--- src/rtl/param_password_lock_if.sv ---
// Keypad/actuator bundle for the password lock: entry strobes in, status out.
// Latency: n/a (wiring only); every status signal is driven from a flop in the lock.
// Backpressure: none; the lock handles one strobe per cycle and never stalls.
//
// Signals:
//   enter, passin              login strobe and the password sampled with it
//   chg_pass, newpass,         password-change strobe, requested value and
//   confirm_pass               its confirmation copy
//   relock                     force an open door back to locked
//   access, alarm, locked_out  state indicators (OPEN / ALARM / LOCKOUT)
//   fail_cnt                   consecutive wrong entries
//   pw_changed, pw_change_err  single-cycle results of a change request
interface param_password_lock_if #(
    parameter int PW_W  = 16,
    parameter int CNT_W = 2
);
    logic             enter;
    logic [PW_W-1:0]  passin;
    logic             chg_pass;
    logic [PW_W-1:0]  newpass;
    logic [PW_W-1:0]  confirm_pass;
    logic             relock;
    logic             access;
    logic             alarm;
    logic             locked_out;
    logic [CNT_W-1:0] fail_cnt;
    logic             pw_changed;
    logic             pw_change_err;

    // Keypad / entry-logic side.
    modport master (
        output enter, passin, chg_pass, newpass, confirm_pass, relock,
        input  access, alarm, locked_out, fail_cnt, pw_changed, pw_change_err
    );

    // Lock side.
    modport slave (
        input  enter, passin, chg_pass, newpass, confirm_pass, relock,
        output access, alarm, locked_out, fail_cnt, pw_changed, pw_change_err
    );
endinterface

--- src/rtl/param_password_lock.sv ---
// Password lock with attempt limit, timed lockout, alarm escalation and auto-relocking window.
// Latency: one cycle; an input sampled at edge N shows up on the outputs right after edge N.
// Backpressure: none; every strobe is consumed (or deliberately ignored) the cycle it arrives.
//
// Ports:
//   clk   rising-edge clock
//   rstn  asynchronous active-low reset; returns to LOCKED with the default password
//   bus   param_password_lock_if slave modport (entry strobes in, status out)
module param_password_lock #(
    parameter int              PW_W           = 16,
    parameter logic [PW_W-1:0] DEFAULT_PW     = 16'h1234,
    parameter logic [PW_W-1:0] MASTER_PW      = 16'hABCD,
    parameter int              MAX_TRIES      = 3,
    parameter int              LOCKOUT_CYCLES = 8,
    parameter int              MAX_LOCKOUTS   = 2,
    parameter int              OPEN_CYCLES    = 16
) (
    input  logic                 clk,
    input  logic                 rstn,
    param_password_lock_if.slave bus
);

    localparam int CNT_W = $clog2(MAX_TRIES + 1);
    localparam int LO_W  = $clog2(MAX_LOCKOUTS + 1);
    localparam int OT_W  = (OPEN_CYCLES > 1)    ? $clog2(OPEN_CYCLES)    : 1;
    localparam int LT_W  = (LOCKOUT_CYCLES > 1) ? $clog2(LOCKOUT_CYCLES) : 1;

    localparam logic [CNT_W-1:0] TRIES_MAX  = CNT_W'(MAX_TRIES);
    localparam logic [CNT_W:0]   TRIES_WIDE = (CNT_W + 1)'(MAX_TRIES);
    localparam logic [LO_W-1:0]  LO_MAX     = LO_W'(MAX_LOCKOUTS);
    localparam logic [OT_W-1:0]  OPEN_LOAD  = OT_W'(OPEN_CYCLES - 1);
    localparam logic [LT_W-1:0]  LOCK_LOAD  = LT_W'(LOCKOUT_CYCLES - 1);

    typedef enum logic [1:0] {
        S_LOCKED  = 2'd0,
        S_OPEN    = 2'd1,
        S_LOCKOUT = 2'd2,
        S_ALARM   = 2'd3
    } state_t;

    // Current state and working registers.
    state_t           state;
    logic [PW_W-1:0]  user_pw;
    logic [CNT_W-1:0] fail_cnt_q;
    logic [LO_W-1:0]  lo_cnt;
    logic [OT_W-1:0]  open_tmr;
    logic [LT_W-1:0]  lock_tmr;

    // Registered outputs.
    logic access_q;
    logic alarm_q;
    logic locked_out_q;
    logic pw_changed_q;
    logic pw_change_err_q;

    // Next-state values.
    state_t           state_n;
    logic [PW_W-1:0]  user_pw_n;
    logic [CNT_W-1:0] fail_n;
    logic [LO_W-1:0]  lo_n;
    logic [OT_W-1:0]  open_n;
    logic [LT_W-1:0]  lock_n;
    logic             chg_ok_n;
    logic             chg_err_n;

    logic match_user;
    logic match_master;
    logic any_match;
    logic fail_last;
    logic chg_valid;
    logic [LO_W-1:0] lo_inc;

    assign match_user   = (bus.passin == user_pw);
    assign match_master = (bus.passin == MASTER_PW);
    assign any_match    = match_user | match_master;

    // This wrong entry is the one that reaches the attempt limit. Widened by
    // one bit so the compare is safe even when MAX_TRIES fills CNT_W exactly.
    assign fail_last = (({1'b0, fail_cnt_q} + (CNT_W + 1)'(1)) == TRIES_WIDE);

    // Lockout count saturates at the escalation threshold.
    assign lo_inc = (lo_cnt == LO_MAX) ? lo_cnt : lo_cnt + LO_W'(1);

    // A new password may never alias the master, otherwise the master would
    // lose its role as the only way out of LOCKOUT/ALARM.
    assign chg_valid = (bus.newpass == bus.confirm_pass) && (bus.newpass != MASTER_PW);

    always_comb begin
        state_n   = state;
        user_pw_n = user_pw;
        fail_n    = fail_cnt_q;
        lo_n      = lo_cnt;
        open_n    = open_tmr;
        lock_n    = lock_tmr;
        chg_ok_n  = 1'b0;
        chg_err_n = 1'b0;

        case (state)
            S_LOCKED: begin
                // A change request outside OPEN is refused; login still proceeds.
                if (bus.chg_pass) begin
                    chg_err_n = 1'b1;
                end
                if (bus.enter) begin
                    if (any_match) begin
                        state_n = S_OPEN;
                        fail_n  = '0;
                        open_n  = OPEN_LOAD;
                        // Only the real user proves the lockouts were benign.
                        if (match_user) begin
                            lo_n = '0;
                        end
                    end else if (fail_last) begin
                        fail_n = TRIES_MAX;
                        lo_n   = lo_inc;
                        if (lo_inc == LO_MAX) begin
                            state_n = S_ALARM;
                        end else begin
                            state_n = S_LOCKOUT;
                            lock_n  = LOCK_LOAD;
                        end
                    end else begin
                        fail_n = fail_cnt_q + CNT_W'(1);
                    end
                end
            end

            S_OPEN: begin
                if (bus.chg_pass) begin
                    // The change owns this cycle: relock and enter are dropped,
                    // and the window keeps running (held at 0 so it expires next).
                    if (chg_valid) begin
                        user_pw_n = bus.newpass;
                        chg_ok_n  = 1'b1;
                    end else begin
                        chg_err_n = 1'b1;
                    end
                    if (open_tmr != '0) begin
                        open_n = open_tmr - OT_W'(1);
                    end
                end else if (bus.relock) begin
                    state_n = S_LOCKED;
                end else if (bus.enter && any_match) begin
                    open_n = OPEN_LOAD;
                end else if (open_tmr == '0) begin
                    state_n = S_LOCKED;
                end else begin
                    open_n = open_tmr - OT_W'(1);
                end
            end

            S_LOCKOUT: begin
                if (bus.chg_pass) begin
                    chg_err_n = 1'b1;
                end
                if (bus.enter && match_master) begin
                    state_n = S_LOCKED;
                    fail_n  = '0;
                    lo_n    = '0;
                end else if (lock_tmr == '0) begin
                    // Lockout count survives so repeated lockouts escalate.
                    state_n = S_LOCKED;
                    fail_n  = '0;
                end else begin
                    lock_n = lock_tmr - LT_W'(1);
                end
            end

            S_ALARM: begin
                if (bus.chg_pass) begin
                    chg_err_n = 1'b1;
                end
                if (bus.enter && match_master) begin
                    state_n = S_LOCKED;
                    fail_n  = '0;
                    lo_n    = '0;
                end
            end

            default: begin
                state_n = S_LOCKED;
            end
        endcase
    end

    always_ff @(posedge clk or negedge rstn) begin
        if (!rstn) begin
            state           <= S_LOCKED;
            user_pw         <= DEFAULT_PW;
            fail_cnt_q      <= '0;
            lo_cnt          <= '0;
            open_tmr        <= '0;
            lock_tmr        <= '0;
            access_q        <= 1'b0;
            alarm_q         <= 1'b0;
            locked_out_q    <= 1'b0;
            pw_changed_q    <= 1'b0;
            pw_change_err_q <= 1'b0;
        end else begin
            state           <= state_n;
            user_pw         <= user_pw_n;
            fail_cnt_q      <= fail_n;
            lo_cnt          <= lo_n;
            open_tmr        <= open_n;
            lock_tmr        <= lock_n;
            // Indicators decode the next state so they line up with it.
            access_q        <= (state_n == S_OPEN);
            alarm_q         <= (state_n == S_ALARM);
            locked_out_q    <= (state_n == S_LOCKOUT);
            pw_changed_q    <= chg_ok_n;
            pw_change_err_q <= chg_err_n;
        end
    end

    assign bus.access        = access_q;
    assign bus.alarm         = alarm_q;
    assign bus.locked_out    = locked_out_q;
    assign bus.fail_cnt      = fail_cnt_q;
    assign bus.pw_changed    = pw_changed_q;
    assign bus.pw_change_err = pw_change_err_q;

endmodule

--- src/flat_wrapper.sv ---
// flat-port wrapper written by rule: the top's interface ports become plain ports
module param_password_lock_flat 
#(
    parameter int              PW_W           = 16,
    parameter logic [PW_W-1:0] DEFAULT_PW     = 16'h1234,
    parameter logic [PW_W-1:0] MASTER_PW      = 16'hABCD,
    parameter int              MAX_TRIES      = 3,
    parameter int              LOCKOUT_CYCLES = 8,
    parameter int              MAX_LOCKOUTS   = 2,
    parameter int              OPEN_CYCLES    = 16
)
  (clk, rstn, bus_enter, bus_passin, bus_chg_pass, bus_newpass, bus_confirm_pass, bus_relock, bus_access, bus_alarm, bus_locked_out, bus_fail_cnt, bus_pw_changed, bus_pw_change_err);
  param_password_lock_if #(.PW_W(PW_W), .CNT_W(2)) bus_i ();
  input  logic clk;
  input  logic rstn;
  input wire logic [$bits(bus_i.enter)-1:0] bus_enter;
  input wire logic [$bits(bus_i.passin)-1:0] bus_passin;
  input wire logic [$bits(bus_i.chg_pass)-1:0] bus_chg_pass;
  input wire logic [$bits(bus_i.newpass)-1:0] bus_newpass;
  input wire logic [$bits(bus_i.confirm_pass)-1:0] bus_confirm_pass;
  input wire logic [$bits(bus_i.relock)-1:0] bus_relock;
  output wire logic [$bits(bus_i.access)-1:0] bus_access;
  output wire logic [$bits(bus_i.alarm)-1:0] bus_alarm;
  output wire logic [$bits(bus_i.locked_out)-1:0] bus_locked_out;
  output wire logic [$bits(bus_i.fail_cnt)-1:0] bus_fail_cnt;
  output wire logic [$bits(bus_i.pw_changed)-1:0] bus_pw_changed;
  output wire logic [$bits(bus_i.pw_change_err)-1:0] bus_pw_change_err;
  assign bus_i.enter = bus_enter;
  assign bus_i.passin = bus_passin;
  assign bus_i.chg_pass = bus_chg_pass;
  assign bus_i.newpass = bus_newpass;
  assign bus_i.confirm_pass = bus_confirm_pass;
  assign bus_i.relock = bus_relock;
  assign bus_access = bus_i.access;
  assign bus_alarm = bus_i.alarm;
  assign bus_locked_out = bus_i.locked_out;
  assign bus_fail_cnt = bus_i.fail_cnt;
  assign bus_pw_changed = bus_i.pw_changed;
  assign bus_pw_change_err = bus_i.pw_change_err;
  param_password_lock #(.PW_W(PW_W), .DEFAULT_PW(DEFAULT_PW), .MASTER_PW(MASTER_PW), .MAX_TRIES(MAX_TRIES), .LOCKOUT_CYCLES(LOCKOUT_CYCLES), .MAX_LOCKOUTS(MAX_LOCKOUTS), .OPEN_CYCLES(OPEN_CYCLES)) u_core (.clk(clk), .rstn(rstn), .bus(bus_i));
endmodule
--- config.mk ---
export PLATFORM = sky130hd
export DESIGN_NAME = param_password_lock_flat
export DESIGN_NICKNAME = d
export VERILOG_FILES = /design/src/rtl/param_password_lock_if.sv /design/src/rtl/param_password_lock.sv /design/src/flat_wrapper.sv
export SDC_FILE = /design/constraint.sdc
export NUM_CORES = 1
export LEC_CHECK = 0
export ABC_AREA = 1
export ABC_CLOCK_PERIOD_IN_PS = 3600
export CORE_MARGIN = 3
export CORE_UTILIZATION = 26
export DETAILED_ROUTE_END_ITERATION = 12
export SLEW_MARGIN = 20
export SYNTH_ARGS = -nofsm -noshare
export SYNTH_HDL_FRONTEND = slang
export SYNTH_SLANG_ARGS = --single-unit
--- constraint.sdc ---
create_clock -name clk -period 3.6 [get_ports clk]
set_input_delay 0.36 -clock clk [delete_from_list [all_inputs] [get_ports clk]]
set_output_delay 0.36 -clock clk [all_outputs]
set_load 0.05 [all_outputs]
# [After elaboration in Yosys (flattened, before gate mapping)]
# Cells that the tools add are included.
[classes] add_sub_neg=5 n_eq_ne=28 mux=47 n_bitwise=1 n_reduce_logical=18
[op_table] cell="two-way mux 2 bit" n=21
[op_table] cell="== test 16 bit" n=2
[op_table] cell="two-way mux 4 bit" n=7
[op_table] cell="two-way mux 3 bit" n=6
[op_table] cell="== test 16 bit, second input constant" n=1
[op_table] cell="inequality test 16 bit, second input constant" n=1
[op_table] cell="== test 2 bit, second input constant" n=6
[op_table] cell="inequality test 2 bit, second input constant" n=5
[op_table] cell="inequality test 2 x 1 -> 1 bit, second input constant" n=4
[op_table] cell="one-hot mux 2 bit (4 select lines)" n=1
[op_table] cell="one-hot mux 4 bit (2 select lines)" n=1
[op_table] cell="two-way mux 1 bit" n=7
[op_table] cell="AND reduction 7 bit" n=1
[op_table] cell="inequality test 3 x 1 -> 1 bit, second input constant" n=2
[op_table] cell="inequality test 3 x 2 -> 1 bit, second input constant" n=2
[op_table] cell="one-hot mux 2 bit (3 select lines)" n=1
[op_table] cell="one-hot mux 3 bit (2 select lines)" n=1
[op_table] cell="AND reduction 6 bit" n=1
[op_table] cell="nonzero test 2 bit" n=3
[op_table] cell="AND reduction 5 bit" n=1
[op_table] cell="adder 2 x 1 -> 2 bit, second input constant" n=2
[op_table] cell="== test 2 x 1 -> 1 bit, second input constant" n=2
[op_table] cell="logical NOT 4 bit" n=1
[op_table] cell="inequality test 4 x 3 -> 1 bit, second input constant" n=1
[op_table] cell="other kinds (17)" n=19
[totals] ff_bits=34 in_bits=53 output_inout_bits=7 elab_cells=110

# [Depth between registers and ports, before layout]
[logic_depth] depth_word=9 mapped_depth=13 depth_no_buf=13

# [Least setup slack after synthesis]
# No wires, ideal clock.
[synth_timing] path_kind="register to register" from="reg u_core.fail_cnt_q[0], in the netlist u_core.bus.fail_cnt[0]" to="reg u_core.access_q, in the netlist u_core.bus.access" setup_ns=0.130 arrival_time_ns=1.479 t_required_ns=3.470 slack_ns=1.990 stages_incl_launch_ff=7 path_buffers=0 synth_period_minus_slack_ns=1.610 cell_sequence="dfrtp_1 inv_1 ha_1 o21ai_0 nand3_1 a21oi_1 a21oi_1"
[synth_via] elab_chain_cells=7
[synth_lines] item="from (decl)" line_no="param_password_lock.sv:44" source="logic [CNT_W-1:0] fail_cnt_q;"
[synth_lines] item="from (signal assigned)" line_no="param_password_lock.sv:202" source="fail_cnt_q <= fail_n;"
[synth_lines] item="adder 2 x 1 -> 3 bit" line_no="param_password_lock.sv:79" source="assign fail_last = (({1'b0, fail_cnt_q} + (CNT_W + 1)'(1)) == TRIES_WIDE);"
[synth_lines] item="== test 3 x 2 -> 1 bit" line_no="param_password_lock.sv:79"
[synth_lines] item="two-way mux 2 bit" line_no="param_password_lock.sv:113" source="end else if (fail_last) begin"
[synth_lines] item="two-way mux 2 bit" line_no="param_password_lock.sv:105" source="if (any_match) begin"
[synth_lines] item="two-way mux 2 bit" line_no="param_password_lock.sv:104" source="if (bus.enter) begin"
[synth_lines] item="one-hot mux 2 bit (4 select lines)" line_no="param_password_lock.sv:98" source="case (state)"
[synth_lines] item="== test 2 x 1 -> 1 bit" line_no="param_password_lock.sv:207" source="access_q <= (state_n == S_OPEN);"
[synth_lines] item="to (signal assigned)" line_no="param_password_lock.sv:207"
[synth_lines] item="to (decl)" line_no="param_password_lock.sv:50" source="logic access_q;"
# Every way passes these cells.
# A chain may end at the register's enable or synchronous reset.

# [Worst setup path after layout]
[layout_timing] from="in bus_newpass[2]" to="reg u_core.user_pw[11]"
[layout_via] elab_chain_cells=3 word_cells_on_any_way=4 classes_between="2 x eq/ne; 2 x reduce/logical"
[layout_lines] item="from (decl)" line_no="flat_wrapper.sv:19" source="input wire logic [$bits(bus_i.newpass)-1:0] bus_newpass;"
[layout_lines] item="== test 16 bit / inequality test 16 bit (equally long branches)" line_no="param_password_lock.sv:86" source="assign chg_valid = (bus.newpass == bus.confirm_pass) && (bus.newpass != MASTER_PW);"
[layout_lines] item="logical AND 1 bit *" line_no="param_password_lock.sv:86"
[layout_lines] item="AND reduction 3 bit (no source line) *"
[layout_lines] item="to (signal assigned)" line_no="param_password_lock.sv:201" source="user_pw <= user_pw_n;"
[layout_lines] item="to (decl)" line_no="param_password_lock.sv:43" source="logic [PW_W-1:0] user_pw;"
# Every way passes the cells marked *; elsewhere a longest branch is shown, timed or not.

==> results.txt <==
- The run finished with clean final reports.
* Clock buffer depth: 2
- For this block, the routed nets add up to 6.299 mm of wire.
* Max Fanout on Critical Path: 20
- Net Count, Synth: 423
- After the first detailed-routing iteration, the DRC count stood at 70.
- STA puts the critical path data arrival time at 2440 ps.
- Setup repair after global routing left no endpoint under its margin.
* Worst skew pair latency: 280 ps
- Vias in the first global route: 2255
- Number of remaining DRC errors: 0
* Global-route usage over all layers: 0.1219
- Pin placement for this block handled 60 I/O pins.
- The number of antenna diodes in the final layout is 0.
* Number of gates resized after CTS: 0
* Final period util: 0.6262
- Horizontal die dimension: 102.7 microns
- After detailed placement, the design holds a cell count of 529.
- After synthesis the cells add up to 2430 sq um.
* Drt first pass iters: 5
- Number of port buffers: 59
* Number of nets in the finished design: 486
* Maximum VDD drop: 168.3 uV
- Cell at the root of the clock tree: clkbuf_8
- Fill cells in the final layout number 923.
- The synthesized design contains 0 enable-type register cells.
- The worst hold path belongs to the class flop to flop.
- The initial utilization of the core area, before any placement, comes to 0.2733.
* Number of levels in the clock H-tree: 2
* Commonest cells after routing, fill and taps aside: nand2_1 (115), inv_1 (68), clkdlybuf4s50_1 (59)
- Traced cell by cell, the critical path runs through clkdlybuf4s50_1, inv_1, nand2_1, o21ai_0, nor2_1, nand4_1, nor2_1, nand4_1, o21ai_1.
- Area of the core: 8891 sq um
- Synthesis-to-finish area growth: 32.23%
- Dividing the detail-routed via count by the number of cells gives 4.378.
- The number of clock buffers added by TritonCTS is 5.
- The library cell used most frequently in the layout, excluding fill and tap cells, is nand2_1.
- The largest single stage delay on the critical path is 640 ps.
- In the final layout, the share of cells above drive strength 1 is 0.1002.
- For the finished layout, the period the worst path requires is 2254 ps.
* Floorplan die area: 10540 sq um
- Static power due to leakage: 1.573 nW
- First-pass GRT wire length: 10.16 mm
- The Yosys step of the flow raised 0 warnings.
- Largest clock skew in the final design: 6.046 ps
- Total count of hold-check failures in the final report: 0
- Final cell count without fillers: 537
- Ratio of total power to cell area: 472.1 nW/um^2
- Total clock sinks: 34
* Peak Freq: 443.6 MHz
* Number of nets with antenna violations after routing: 0
* Placed Area: 3127 sq um
- Clock edge transition at the registers on the reported setup and hold paths: 70 ps
- After detailed routing, the average wire length per cell comes to 11.73 microns.
- The number of antenna violations at the first check in global routing came to 0.
- The die is 102.7 microns tall.
- Entering global routing, the biggest net connects 35 pins.
- Overall via count from detail_route: 2351
- The slowest stage of the critical path belongs to the cell nand4_1.
- At the pin with the least slew margin, the transition time is 765.7 ps.
- Among all flip-flop cells after synthesis, the most frequent one is dfrtp_1.
- Global route total overflow: 0
- Each instance of the synthesized netlist takes up on average 6.657 sq um.
- CTS tree: built
- Cells after synthesis: 365
- The finished cells cover 3213 sq um.
* Total power of the final layout: 1.517 mW
* Final number of max-transition violations: 0
* Final setup violating endpoints: 0
- Type of the setup path with the least slack: input pin to flop
* Flip-flop and latch count after synthesis: 34
- Routability-driven placement finished with a final weighted congestion of 0.8507.
- Hold_buf cts: 0
- Total negative setup slack: 0 ps
- Number of max-cap violations: 0
- The worst setup path is launched from an input pin.
- Max-slew headroom: 0.4880
- Cell Rows: 34
- Post-synth ARST share: 1.000
- Worst Setup End Kind: flop
- Yosys mapped the design onto 32 distinct sky130hd cell types.
- Required time reported for the critical path endpoint: 3780 ps
* Placed wire-length estimate after detailed placement: 5.132 mm
- Post-CTS timing repair inserted 0 buffers for setup.
- Once layout is complete, the utilization of the core stands at 0.3614.
- For this run, the register share of the synthesized area comes to 0.3527.
routing by layer:
layer  share of wire  up-vias  GRT usage
li1                -     1244          -
met3           0.033        7    0.01556
met1            0.49     1046     0.1651
met5               0        -          0
met2            0.47       54     0.2051
met4           0.014        0    0.03229
Yosys cell counts (4+ instances only):
cell type / number / area (sq um)
nand2_1: 115 / 431.7
inv_1: 68 / 255.2
nor2_1: 34 / 127.6
dfrtp_1: 29 / 725.7
o21ai_0: 15 / 75.07
nand4_1: 13 / 81.33
nand3_1: 12 / 60.06
o21ai_1: 11 / 55.05
inv_2: 7 / 26.28
nor3_1: 6 / 30.03
a21oi_1: 5 / 25.02
dfstp_2: 5 / 131.4
ha_1: 5 / 62.56
xnor2_1: 5 / 43.79
nand2_2: 4 / 25.02
nand2_4: 4 / 45.04
or2_2: 4 / 25.02
per-stage QoR:
stage / setup slack (ps) / hold WS [ps]
3_3_place_gp: 1147 / 462.4
6_report: 1346 / 476.6
3_5_place_dp: 1056 / 464.9
2_1_floorplan: 1990 / 64.41
5_1_grt: 1114 / 505.2
4_1_cts: 1346 / 482.6
critical path, delay by kind of cell:
kind	cells	cell delay [ps]
buf+inv	2	580
simple gates	5	1050
compound gates	2	450
worst paths after layout:
path | slack (ps) | cells after the start | to | startpoint
max in group asynchronous | 2740 | 2 | u_core.user_pw[4] | rstn
min in group asynchronous | 510 | 2 | u_core.user_pw[7] | rstn
hold / removal | 480 | 2 | u_core.open_tmr[0] | u_core.open_tmr[0]
setup / recovery | 1350 | 9 | u_core.user_pw[11] | bus_newpass[2]
setup reg to reg | 1500 | 6 | u_core.user_pw[11] | u_core.state[0]
hold reg to reg | 480 | 2 | u_core.open_tmr[0] | u_core.open_tmr[0]
state kept, by name (all words and copies together) (netlist names):
register / flops
u_core.bus.fail_cnt: 2
u_core.open_tmr: 4
u_core.lock_tmr: 3
u_core.bus.alarm: 1
u_core.bus.pw_changed: 1
u_core.bus.access: 1
u_core.lo_cnt: 2
u_core.user_pw: 16
u_core.state: 2
u_core.bus.locked_out: 1
u_core.bus.pw_change_err: 1
report_power, final:
group | total, mW | internal, mW | switching [mW] | leakage [nW]
combinational | 0.714 | 0.282 | 0.432 | 1.13
clock | 0.279 | 0.137 | 0.142 | 0.0452
sequential | 0.524 | 0.469 | 0.0558 | 0.400
cells by family (layout without fill, tap and decap cells):
kind of cell / after synthesis / in the layout / synth area share
AOI/OAI and AO/OA: 38 / 38 / 0.08754
buffers and inverters: 79 / 143 / 0.1308
adders and majority gates: 5 / 5 / 0.02575
xor gates and xnor gates: 6 / 6 / 0.02163
DFF: 34 / 34 / 0.3527
and+or+nand+nor: 203 / 203 / 0.3816
final cells by class:
class                      instances  area, sq um  share of cell area
tap                              108        135.1             0.04206
sequential                        34        857.1              0.2667
timing repair buffer              60        598.1              0.1861
clock inverter                     2        13.76            0.004283
inverter                          75        281.5             0.08762
multi-input combinational        252         1255              0.3906
clock buffer                       6        72.57             0.02259
Power figures use the tool's default switching activity.
